## config.mk

```make
export PLATFORM = sky130hd
export DESIGN_NAME = trigger_trans_detection
export DESIGN_NICKNAME = d
export VERILOG_FILES = /design/src/rtl/trigger_trans_detection_pkg.sv /design/src/rtl/trigger_trans_detection_pattern_match.sv /design/src/rtl/trigger_trans_detection.sv
export SDC_FILE = /design/constraint.sdc
export NUM_CORES = 1
export LEC_CHECK = 0
export BUFFER_PORTS_ARGS = -buffer_cell sky130_fd_sc_hd__buf_2
export CAP_MARGIN = 5
export CORE_MARGIN = 2
export CORE_UTILIZATION = 33
export CTS_CLUSTER_SIZE = 14
export DETAILED_ROUTE_END_ITERATION = 8
export PLACE_DENSITY = 0.84
export SYNTH_ARGS = -nofsm -noshare
export SYNTH_HDL_FRONTEND = slang
export SYNTH_SLANG_ARGS = --single-unit
```

## constraint.sdc

```tcl
create_clock -name clk -period 4.03 [get_ports clk]
set_input_delay 0.403 -clock clk [delete_from_list [all_inputs] [get_ports clk]]
set_output_delay 0.403 -clock clk [all_outputs]
set_load 0.05 [all_outputs]
```

## src/rtl/trigger_trans_detection_pkg.sv

```systemverilog
// ---------------------------------------------------------------------------
// trigger_trans_detection_pkg
//   Shared constants for the trigger / transition qualifier of the logic
//   capture path.
//     DEFAULT_SAMPLE_WIDTH : default number of logic channels per sample
//     EDGE_RISING          : edgeType value selecting a 0->1 edge
//     EDGE_FALLING         : edgeType value selecting a 1->0 edge
// ---------------------------------------------------------------------------
package trigger_trans_detection_pkg;

    localparam int   DEFAULT_SAMPLE_WIDTH = 8;

    localparam logic EDGE_RISING  = 1'b1;
    localparam logic EDGE_FALLING = 1'b0;

endpackage : trigger_trans_detection_pkg

```

## src/rtl/trigger_trans_detection_pattern_match.sv

```systemverilog
// ---------------------------------------------------------------------------
// pattern_match
//   Masked level compare of one sample against a desired pattern.
//   A channel takes part only when it is active and not marked don't-care.
//   With no participating channel the match is vacuously true.
//   Ports:
//     sample       in  current sample levels
//     pattern      in  required level per channel
//     active       in  1 = channel enabled
//     dontCare     in  1 = channel ignored by the compare
//     match        out 1 = every participating channel equals the pattern
// ---------------------------------------------------------------------------
module pattern_match
    import trigger_trans_detection_pkg::*;
#(
    parameter int SAMPLE_WIDTH = DEFAULT_SAMPLE_WIDTH
) (
    input  logic [SAMPLE_WIDTH-1:0] sample,
    input  logic [SAMPLE_WIDTH-1:0] pattern,
    input  logic [SAMPLE_WIDTH-1:0] active,
    input  logic [SAMPLE_WIDTH-1:0] dontCare,
    output logic                    match
);

    logic [SAMPLE_WIDTH-1:0] checkedChannels;
    logic [SAMPLE_WIDTH-1:0] mismatchBits;

    assign checkedChannels = active & ~dontCare;
    assign mismatchBits    = (sample ^ pattern) & checkedChannels;
    assign match           = (mismatchBits == '0);

endmodule : pattern_match

```

## src/rtl/trigger_trans_detection.sv

```systemverilog
// ---------------------------------------------------------------------------
// trigger_trans_detection
//   Trigger and transition qualifier for the logic-capture path.
//   Compares each (latest, previous) sample pair against the configured edge
//   and pattern trigger conditions and against the active-channel mask.
//   Ports:
//     clk, rst               clock and synchronous active-high reset
//     latestSample           current sample
//     previousSample         sample from the prior capture cycle
//     activeChannels         1 = channel enabled
//     edgeChannel            channel index watched by the edge trigger
//     edgeType               1 = rising, 0 = falling
//     edgeTriggerEnabled     edge condition participates in the trigger
//     patternTriggerEnabled  pattern condition participates in the trigger
//     desiredPattern         required level per channel
//     dontCareChannels       1 = channel ignored in the pattern match
//     triggered              combined trigger (combinational)
//     transition             any active channel changed (combinational)
//     triggeredReg           triggered, registered on clk
//     transitionReg          transition, registered on clk
// ---------------------------------------------------------------------------
module trigger_trans_detection
    import trigger_trans_detection_pkg::*;
#(
    parameter int SAMPLE_WIDTH = DEFAULT_SAMPLE_WIDTH
) (
    input  logic                    clk,
    input  logic                    rst,
    input  logic [SAMPLE_WIDTH-1:0] latestSample,
    input  logic [SAMPLE_WIDTH-1:0] previousSample,
    input  logic [SAMPLE_WIDTH-1:0] activeChannels,
    input  logic signed [31:0]      edgeChannel,
    input  logic                    edgeType,
    input  logic                    edgeTriggerEnabled,
    input  logic                    patternTriggerEnabled,
    input  logic [SAMPLE_WIDTH-1:0] desiredPattern,
    input  logic [SAMPLE_WIDTH-1:0] dontCareChannels,
    output logic                    triggered,
    output logic                    transition,
    output logic                    triggeredReg,
    output logic                    transitionReg
);

    logic edgeTrigger;
    logic patternTrigger;
    logic edgeLatest;
    logic edgePrevious;
    logic edgeInRange;

    // Channel selection by compare rather than by indexing keeps an
    // out-of-range (including negative) edgeChannel from aliasing onto a
    // real channel: no compare hits and the edge trigger stays low.
    always_comb begin
        edgeLatest   = 1'b0;
        edgePrevious = 1'b0;
        edgeInRange  = 1'b0;
        for (int k = 0; k < SAMPLE_WIDTH; k++) begin
            if (edgeChannel == k) begin
                edgeLatest   = latestSample[k];
                edgePrevious = previousSample[k];
                edgeInRange  = 1'b1;
            end
        end
    end

    always_comb begin
        if (edgeType == EDGE_RISING) begin
            edgeTrigger = edgeInRange & ~edgePrevious & edgeLatest;
        end else begin
            edgeTrigger = edgeInRange & edgePrevious & ~edgeLatest;
        end
    end

    pattern_match #(
        .SAMPLE_WIDTH(SAMPLE_WIDTH)
    ) uPatternMatch (
        .sample  (latestSample),
        .pattern (desiredPattern),
        .active  (activeChannels),
        .dontCare(dontCareChannels),
        .match   (patternTrigger)
    );

    // A disabled condition counts as satisfied, so both enables low gives
    // free-running capture.
    assign triggered  = (~edgeTriggerEnabled    | edgeTrigger) &
                        (~patternTriggerEnabled | patternTrigger);

    assign transition = |(activeChannels & (latestSample ^ previousSample));

    // Stage p0 -> p1: registered copies for pipelined consumers
    always_ff @(posedge clk) begin
        if (rst) begin
            triggeredReg  <= 1'b0;
            transitionReg <= 1'b0;
        end else begin
            triggeredReg  <= triggered;
            transitionReg <= transition;
        end
    end

endmodule : trigger_trans_detection

```

# == Yosys cells after proc, flatten, opt, wreduce, memory -nomap -nowiden ==
# Index checks and enable logic that the tools add are counted.
# totals
register_bits,2
in_bits,77
out_inout_bits,4
# classes
eq_ne,7
n_mux,25
bitwise,17
n_reduce_logical,3
# ops
cell,n
$eq A32 B4 Y1 const B,4
$eq A32 B3 Y1 const B,2
$eq A32 B2 Y1 const B,1
$logic_not A32 Y1,1
$mux W1,25
$and A8 B8 Y8,3
$xor A8 B8 Y8,2
$logic_not A8 Y1,1
$not A8 Y8,1
$reduce_or A8 Y1,1
$and A1 B1 Y1,5
$not A1 Y1,4
$or A1 B1 Y1,2

# == Longest topological paths before layout ==
# Gate-level depths: netlist (run 1).
# depth
ltp_word,15
mapped_depth,6
mapped_depth_nobuf,5

# == Cells and area by module ==
# Synthesis (run 1) repeated with hierarchy kept, for this count alone.
# unflattened
hier_cells,77
area_unflattened_um2,586.8
# modules_own_cells
module,instances,cells_each,area_per_inst_um2,seq_area_each_um2
trigger_trans_detection,1,56,429.2,40.0
pattern_match,1,21,157.7,0.0

# == Worst setup path after synthesis (run 1) ==
# Ideal clock, no wire load.
# synth_path
path_kind,in2out
startpoint,input edgeChannel[0]
endpoint,output triggered
arrival_time_ns,2.114
required_ns,3.627
path_slack_ns,1.513
stages,6
n_path_buf,1
path_cell_list,buf_6 > mux4_2 > mux2i_1 > o211a_1 > mux2i_1 > o21ai_1
# synth_via
elab_chain_cells,15
# synth_lines
item,line,source
from (decl),trigger_trans_detection.sv:32,"input logic signed [31:0] edgeChannel,"
$logic_not A32 Y1,trigger_trans_detection.sv:58,if (edgeChannel == k) begin
$mux W1 (8 in series),trigger_trans_detection.sv:58,
$not A1 Y1,trigger_trans_detection.sv:68,edgeTrigger = edgeInRange & ~edgePrevious & edgeLatest;
$and A1 B1 Y1 (2 in series),trigger_trans_detection.sv:68,
$mux W1 (*),trigger_trans_detection.sv:67,if (edgeType == EDGE_RISING) begin
$or A1 B1 Y1 (*),trigger_trans_detection.sv:86,assign triggered = (~edgeTriggerEnabled | edgeTrigger) &
$and A1 B1 Y1 (*),trigger_trans_detection.sv:86,
to (decl),trigger_trans_detection.sv:38,"output logic triggered,"
# Mark *: on every way between the ends. The rest lies on a longest branch, timed or not.

# == Worst setup path in the final report (run 1) ==
# layout_path
startpoint,input latestSample[4]
endpoint,output triggered
# layout_via
elab_chain_cells,9
# layout_lines
item,line,source
from (decl),trigger_trans_detection.sv:29,"input logic [SAMPLE_WIDTH-1:0] latestSample,"
$mux W1 (4 in series),trigger_trans_detection.sv:58,
$not A1 Y1,trigger_trans_detection.sv:70,edgeTrigger = edgeInRange & edgePrevious & ~edgeLatest;
$and A1 B1 Y1,trigger_trans_detection.sv:70,
$mux W1,trigger_trans_detection.sv:67,
$or A1 B1 Y1,trigger_trans_detection.sv:86,
$and A1 B1 Y1 (*),trigger_trans_detection.sv:86,
# Marked as above.

==> flow_summary.ini, run 1 <==
[sta]
tightest_slew_ns = 0.616
setup_tns_ns = 0
max_slew_margin = 0.584
setup_viol = 0
rsz0062_at_grt = false
post-route-period-util = 0.607
finalMaxSlewViolations = 0
min_period_ns = 2.45
max_freq_mhz = 409
hold_viol_final = 0

[drt]
vias = 935
drt-total-wl_mm = 2.38
drt_iter0_drc = 5
drtPass1Iterations = 4
avgViaCountPerCell = 5.11
drc_errors = 0
antenna_left = 0
wl_per_cell_um = 13.0

[clock_network]
cts-resized-gates = 0
cts_root_buf = clkbuf_4
hold_buffers = 0
clock_path_buffers = 2
clk_pin_slew_ns = 0.03
cts_made_buffers = 3
htreeDepth = 1
cts_sinks = 2
post_cts_buffers = 0
cts_tree = yes

[floorplan]
fp.dieW_um = 46.9
fp.dieArea_um2 = 2200
ios = 81
die_y_um = 46.9
row_count = 15
core_area_um2 = 1730
initial_core_util = 0.352

[logic_synthesis]
ys_seq_elements = 2
synth_ff_type = dfxtp_1
synth.largest_area_cell = xnor2_1
synth.cell_area_um2 = 608
async_reset_ff_frac = 0
yosysUniqueCellTypes = 30
synth_cells = 78
synth_area_per_cell_um2 = 7.80
synth_area_leaders = xnor2_1, xor2_1, mux2i_1, mux4_2, dfxtp_1
yosys_warnings = 0
ys_seq_area_frac = 0.0658
syn_nets = 155
synth_enable_flop_cells = 0
synth_top_area_frac = 0.115

[power_and_ir_drop]
finalPower_uw = 174
leakage_uw = 0.000540
p_per_area_nw_per_um2 = 167
ir_worst_vdd_mv = 0.0818

[worst_setup_path]
crit_path_start_kind = input pin
crit_fanout = 4
cp-end-kind = output port
critPathKind = input pin to output port
critical_path_required_ns = 3.63
arrival_ns = 2.04

[min_path]
hold_path.class = input pin to flip-flop
hold_depth = 2

[placement]
place_congestion = 0.784
dp_hpwl_mm = 2.15
numPortBuffers = 80

[final_layout]
antenna_cells = 0
syn2layout_area_growth_pct = 71.4
drive_gt1_frac = 0.538
layout_common_cells = buf_2, xnor2_1, xor2_1, nor4_1
final_nets = 237
final_common_cell = buf_2

[global_route]
grt_pass1_wl_mm = 3.62
first_global_vias = 897
grt.total_usage = 0.222
grt_max_degree = 11
overflow = 0
grt_antenna_before_repair = 0

[status]
status = finished clean

[run]
maxCapViolCount = 0
[worst max-delay path, cell delays in order]
cell and delay [ns]:
buf_2 0.13, xnor2_1 0.15, o32ai_1 0.09, o41ai_1 0.63, or2b_1 0.28, o21ai_1 0.07
buf_2 0.28
[Yosys cell counts (3+ instances only)]
master,n
xnor2_1,8
xor2_1,8
nor4_1,6
a22oi_1,5
inv_1,5
mux2i_1,5
nand2b_1,4
nor2_1,4
o32ai_1,4
nand4_1,3
[registers in the layout, summed over array words and instances (netlist names)]
register,flops
transitionReg,1
triggeredReg,1
[cells by family (layout without fill, tap and decap cells)]
logic type / count (synthesis) / after routing / synth area share
buffers and inverters: 8 / 88 / 0.0638
AOI/OAI and AO/OA: 17 / 17 / 0.206
DFF: 2 / 2 / 0.0658
muxes: 7 / 7 / 0.156
xor gates and xnor gates: 16 / 16 / 0.230
and+or+nand+nor: 28 / 28 / 0.278
[path summary, 6_finish.rpt]
| check | from | to | slack, ns |
|---|---|---|---|
| worst min-delay path | rst | transitionReg | 0.37 |
| worst max-delay path | latestSample[4] | triggered | 1.58 |
[report_power, final]
group	switching (uW)	internal [uW]
Combinational	53.8	55.1
Clock	10.5	32.8
Sequential	0.237	21.5
[metrics by stage]
stage / setup slack (ns) / hold slack, ns / utilization / instance area, um^2 / std cells
final: 1.58 / 0.370 / 0.604 / 1040 / 183
after detailed placement: 1.61 / 0.595 / 0.591 / 1020 / 180
after floorplan: 1.51 / 0.475 / - / 608 / 78
after CTS: 1.59 / 0.364 / 0.604 / 1040 / 183
after global placement: 1.68 / 0.591 / 0.591 / 1020 / 180
after global routing: 1.44 / 0.377 / 0.604 / 1040 / 183
[layer usage]
metal | vias up | share of wire | GRT usage
li1 | 459 | - | -
met1 | 435 | 0.41 | 0.295
met2 | 37 | 0.52 | 0.389
met3 | 4 | 0.059 | 0.0115
met4 | 0 | 0.010 | 0.0611
met5 | - | 0 | 0
[cell type report]
class | instances | area, um^2
flip-flops and latches | 2 | 40.0
clock buffers | 3 | 22.5
repair buffers | 80 | 400
well taps | 25 | 31.3
inverters | 5 | 18.8
fillers | 189 | 684
multi-input cells | 68 | 529
Note: power is estimated with default switching activity, not from simulation.
==> run 2, diff against run 1 <==
- CORE_UTILIZATION: 33 -> 31
- PLACE_DENSITY: 0.84 -> 0.8
- clock period: 4.03 -> 2.3 ns (I/O delays scaled with it)
==> flow_summary.ini, run 2 (same netlist as run 1, synthesis figures left out) <==
[clock_network]
cts-resized-gates = 0
clk_pin_slew_ns = 0.03
cts_made_buffers = 3
cts_tree = yes
cts_sinks = 2
hold_buffers = 0
htreeDepth = 1
cts_root_buf = clkbuf_4
clock_path_buffers = 2
post_cts_buffers = 0

[final_layout]
fillers = 178
drive_gt1_frac = 0.541
final_nets = 238
antenna_cells = 0
multi_input_area_um2 = 529
stdcell_area_um2 = 1050
syn2layout_area_growth_pct = 73.0
layout_common_cells = buf_2, xnor2_1, xor2_1, nor4_1
seqCellArea_um2 = 40.0
final_common_cell = buf_2
stdcell_count = 186
largestRegisters = transitionReg x1, triggeredReg x1

[global_route]
overflow = 0
first_global_vias = 702
grt_pass1_wl_mm = 2.75
grt.total_usage = 0.163
grt_antenna_before_repair = 0
grt_max_degree = 11

[placement]
numPortBuffers = 80
dp_hpwl_mm = 1.96
place_congestion = 0.767
placed_area_um2 = 1030
dp.cells = 183

[floorplan]
fp.dieW_um = 48.3
fp.dieArea_um2 = 2330
core_area_um2 = 1900
row_count = 16
die_y_um = 48.3
ios = 81
initial_core_util = 0.320

[sta]
setup_tns_ns = 0
tightest_slew_ns = 0.326
hold_viol_final = 0
finalMaxSlewViolations = 0
max_freq_mhz = 496
min_period_ns = 2.02
post-route-period-util = 0.877
rsz0062_at_grt = false
setup_viol = 0
max_slew_margin = 0.780

[worst_setup_path]
critPathKind = input pin to output port
cp-end-kind = output port
crit_path_max_incr_delay_ns = 0.52
critical_path.top_delay_family = multiplexers
cp_slowest_cell = mux4_2
crit_path_start_kind = input pin
critical_path_required_ns = 2.07
arrival_ns = 1.79
crit_fanout = 8
cp_num_buf_inv = 2
critical_path.cell_chain = buf_2 > mux4_2 > mux2i_1 > o211a_1 > mux2i_1 > o21ai_1 > buf_2

[power_and_ir_drop]
ir_worst_vdd_mv = 0.206
intPower_uw = 194
pwr-share-clk = 0.249
finalPower_uw = 305
power_switching_uw = 111
swShare = 0.364
power_frac_comb = 0.625
leakage_uw = 0.000544
p_per_area_nw_per_um2 = 290
pwr-share-seq = 0.125

[drt]
wl_per_cell_um = 11.7
avgViaCountPerCell = 4.90
antenna_left = 0
vias = 911
drc_errors = 0
drt-total-wl_mm = 2.18
drt_iter0_drc = 18
drtPass1Iterations = 4

[status]
status = finished clean

[min_path]
hold_path.class = input pin to flip-flop

[run]
maxCapViolCount = 0
==> run 2: layer usage <==
| metal | routed length (um) | vias to the layer above | track usage |
|---|---|---|---|
| li1 | - | 460 | - |
| met1 | 895 | 412 | 0.220 |
| met2 | 1140 | 39 | 0.287 |
| met3 | 149 | 0 | 0 |
| met4 | 0 | 0 | 0.0432 |
| met5 | 0 | - | 0 |
==> run 2: layout make-up <==
| cell class | instances | share of cell area |
|---|---|---|
| multi-input combinational | 68 | 0.503 |
| timing repair buffer | 81 | 0.388 |
| sequential | 2 | 0.0380 |
| tap | 27 | 0.0321 |
| clock buffer | 3 | 0.0214 |
| inverter | 5 | 0.0178 |
==> run 2: worst paths after layout <==
kind / to / cells past startpoint / slack, ns / from
min: transitionReg / 2 / 0.20 / rst
max: triggered / 7 / 0.28 / edgeChannel[0]
==> run 2: metrics by stage <==
| step | worst slack, ns | hold slack [ns] | utilization |
|---|---|---|---|
| after CTS | 0.278 | 0.193 | 0.553 |
| after global placement | 0.292 | 0.418 | 0.541 |
| after floorplan | 0.129 | 0.302 | - |
| final | 0.284 | 0.198 | 0.553 |
| after global routing | 0.176 | 0.205 | 0.553 |
| after detailed placement | 0.280 | 0.424 | 0.541 |
==> run 2: power groups by stage <==
stage | clock network, uW | logic [uW] | registers [uW]
floorplan | 0 | 88.2 | 48.5
global placement | 0 | 187 | 38.6
detailed placement | 0 | 190 | 38.6
CTS | 79.7 | 191 | 38.1
global route | 82.5 | 208 | 38.6
finish | 76.0 | 191 | 38.2
==> run 3, diff against run 2 <==
- CORE_UTILIZATION: 31 -> 28
- PLACE_DENSITY: 0.8 -> 0.76
- SKIP_LAST_GASP: not set -> 1
- clock period: 2.3 -> 1.7 ns (I/O delays scaled with it)
==> flow_summary.ini, run 3 (same netlist as run 1, synthesis figures left out) <==
[global_route]
first_global_vias = 962
grt_max_degree = 7
grt_antenna_before_repair = 0
overflow = 0
grt_pass1_wl_mm = 4.06
grt.total_usage = 0.210

[sta]
tightest_slew_ns = 0.298
max_slew_margin = 0.800
rsz0062_at_grt = true
max_freq_mhz = 581
whs_ns = 0.139
setup_viol = 1
worst_slack_ns = -0.0208
hold_viol_final = 0
post-route-period-util = 1.01
finalMaxSlewViolations = 0
min_period_ns = 1.72

[drt]
avgViaCountPerCell = 5.09
drtPass1Iterations = 4
wl_met1_mm = 1.03
wl_met3_um = 197
drt_iter0_drc = 23
top_signal_layer_used = met4
wl_per_cell_um = 13.7
drc_errors = 0
vias = 997
wl_met2_mm = 1.39
antenna_left = 0
drt-total-wl_mm = 2.68

[worst_setup_path]
critPathKind = input pin to output port
critical_path_required_ns = 1.53
cp-end-kind = output port
crit_fanout = 3
crit_path_max_incr_delay_ns = 0.47
crit_path_start_kind = input pin
cp_common_cell = buf_6
critical_path.cell_chain = buf_6 > mux4_2 > mux2i_2 > o211a_1 > mux2i_4 > o21ai_4 > buf_6
cp_slowest_cell = mux4_2
cp-startpoint = latestSample[3]
arrival_ns = 1.55
endpoint = triggered

[power_and_ir_drop]
p_per_area_nw_per_um2 = 390
leakage_uw = 0.000644
ir_worst_vdd_mv = 0.237

[floorplan]
row_count = 16
fp.dieW_um = 50.6
ios = 81
initial_core_util = 0.304
core_area_um2 = 2000
die_y_um = 50.6
fp.dieArea_um2 = 2560

[final_layout]
final_nets = 248
final_common_cell = buf_2
largestRegisters = transitionReg x1, triggeredReg x1
syn2layout_area_growth_pct = 110
layout_common_cells = buf_2, buf_4, buf_6, xor2_1, nor4_1
stdcell_count = 196
utilization = 0.638
antenna_cells = 0
drive_gt1_frac = 0.621

[placement]
numPortBuffers = 80
dp.cells = 191
place_congestion = 0.851
dp_hpwl_mm = 2.26

[status]
status = finished, violations left
failed_checks = negative setup slack

[clock_network]
cts_made_buffers = 3
clock_path_buffers = 2
cts_tree = yes
cts_root_buf = clkbuf_4
hold_buffers = 0
htreeDepth = 1
cts_sinks = 2
clk_pin_slew_ns = 0.03

[run]
maxCapViolCount = 0

[min_path]
hold_path.class = input pin to flip-flop
## run 3: changes by cell type in the layout (fill, tap and decap cells not counted), sizes merged
cell,delta
buf,+10
## run 3: power breakdown
group	switching (uW)	internal, uW	total, uW
clock	29.5	78.1	108
combinational	152	187	339
sequential	0.673	51.0	51.7
total	182	316	498
## run 3: area by class of cell
class	instances	area (um^2)
clock buffer	3	22.5
fill	178	724
inverter	5	18.8
multi-input combinational	68	613
sequential	2	40.0
tap	27	33.8
timing repair buffer	91	549
## run 3: worst min-delay path by stage
stage / start / end / slack (ns) / cells past startpoint
2_1_floorplan: rst / transitionReg / 0.24 / 1
3_3_place_gp: rst / transitionReg / 0.36 / 2
3_5_place_dp: rst / transitionReg / 0.37 / 2
4_1_cts: rst / transitionReg / 0.13 / 2
5_1_grt: rst / transitionReg / 0.13 / 2
6_report: rst / transitionReg / 0.14 / 2
## run 3: critical path, delay by kind of cell
kind	cells	cell delay [ns]
multiplexers	3	0.75
AO/OA/AOI/OAI	2	0.35
buffers and inverters	2	0.28
## run 3: layer usage
layer,global-route usage,vias to the layer above
met5,0,-
met4,0.0946,0
met3,0.0327,8
met2,0.366,56
met1,0.252,452
li1,-,481
## run 3: timing repair
action	in CTS	in global routing
pin swaps	2	2
endpoints found under the setup margin	1	1
buffers inserted	1	1
resized for setup	28	3
## run 3: through the flow
stage | area (um^2) | setup TNS (ns) | setup WS (ns) | total power (uW)
floorplan | 619 | 0 | 0.0118 | 190
global placement | 1100 | -0.136 | -0.136 | 325
detailed placement | 1100 | -0.179 | -0.179 | 332
CTS | 1240 | -0.0338 | -0.0338 | 488
global route | 1280 | -0.0973 | -0.0973 | 535
finish | 1280 | -0.0208 | -0.0208 | 498
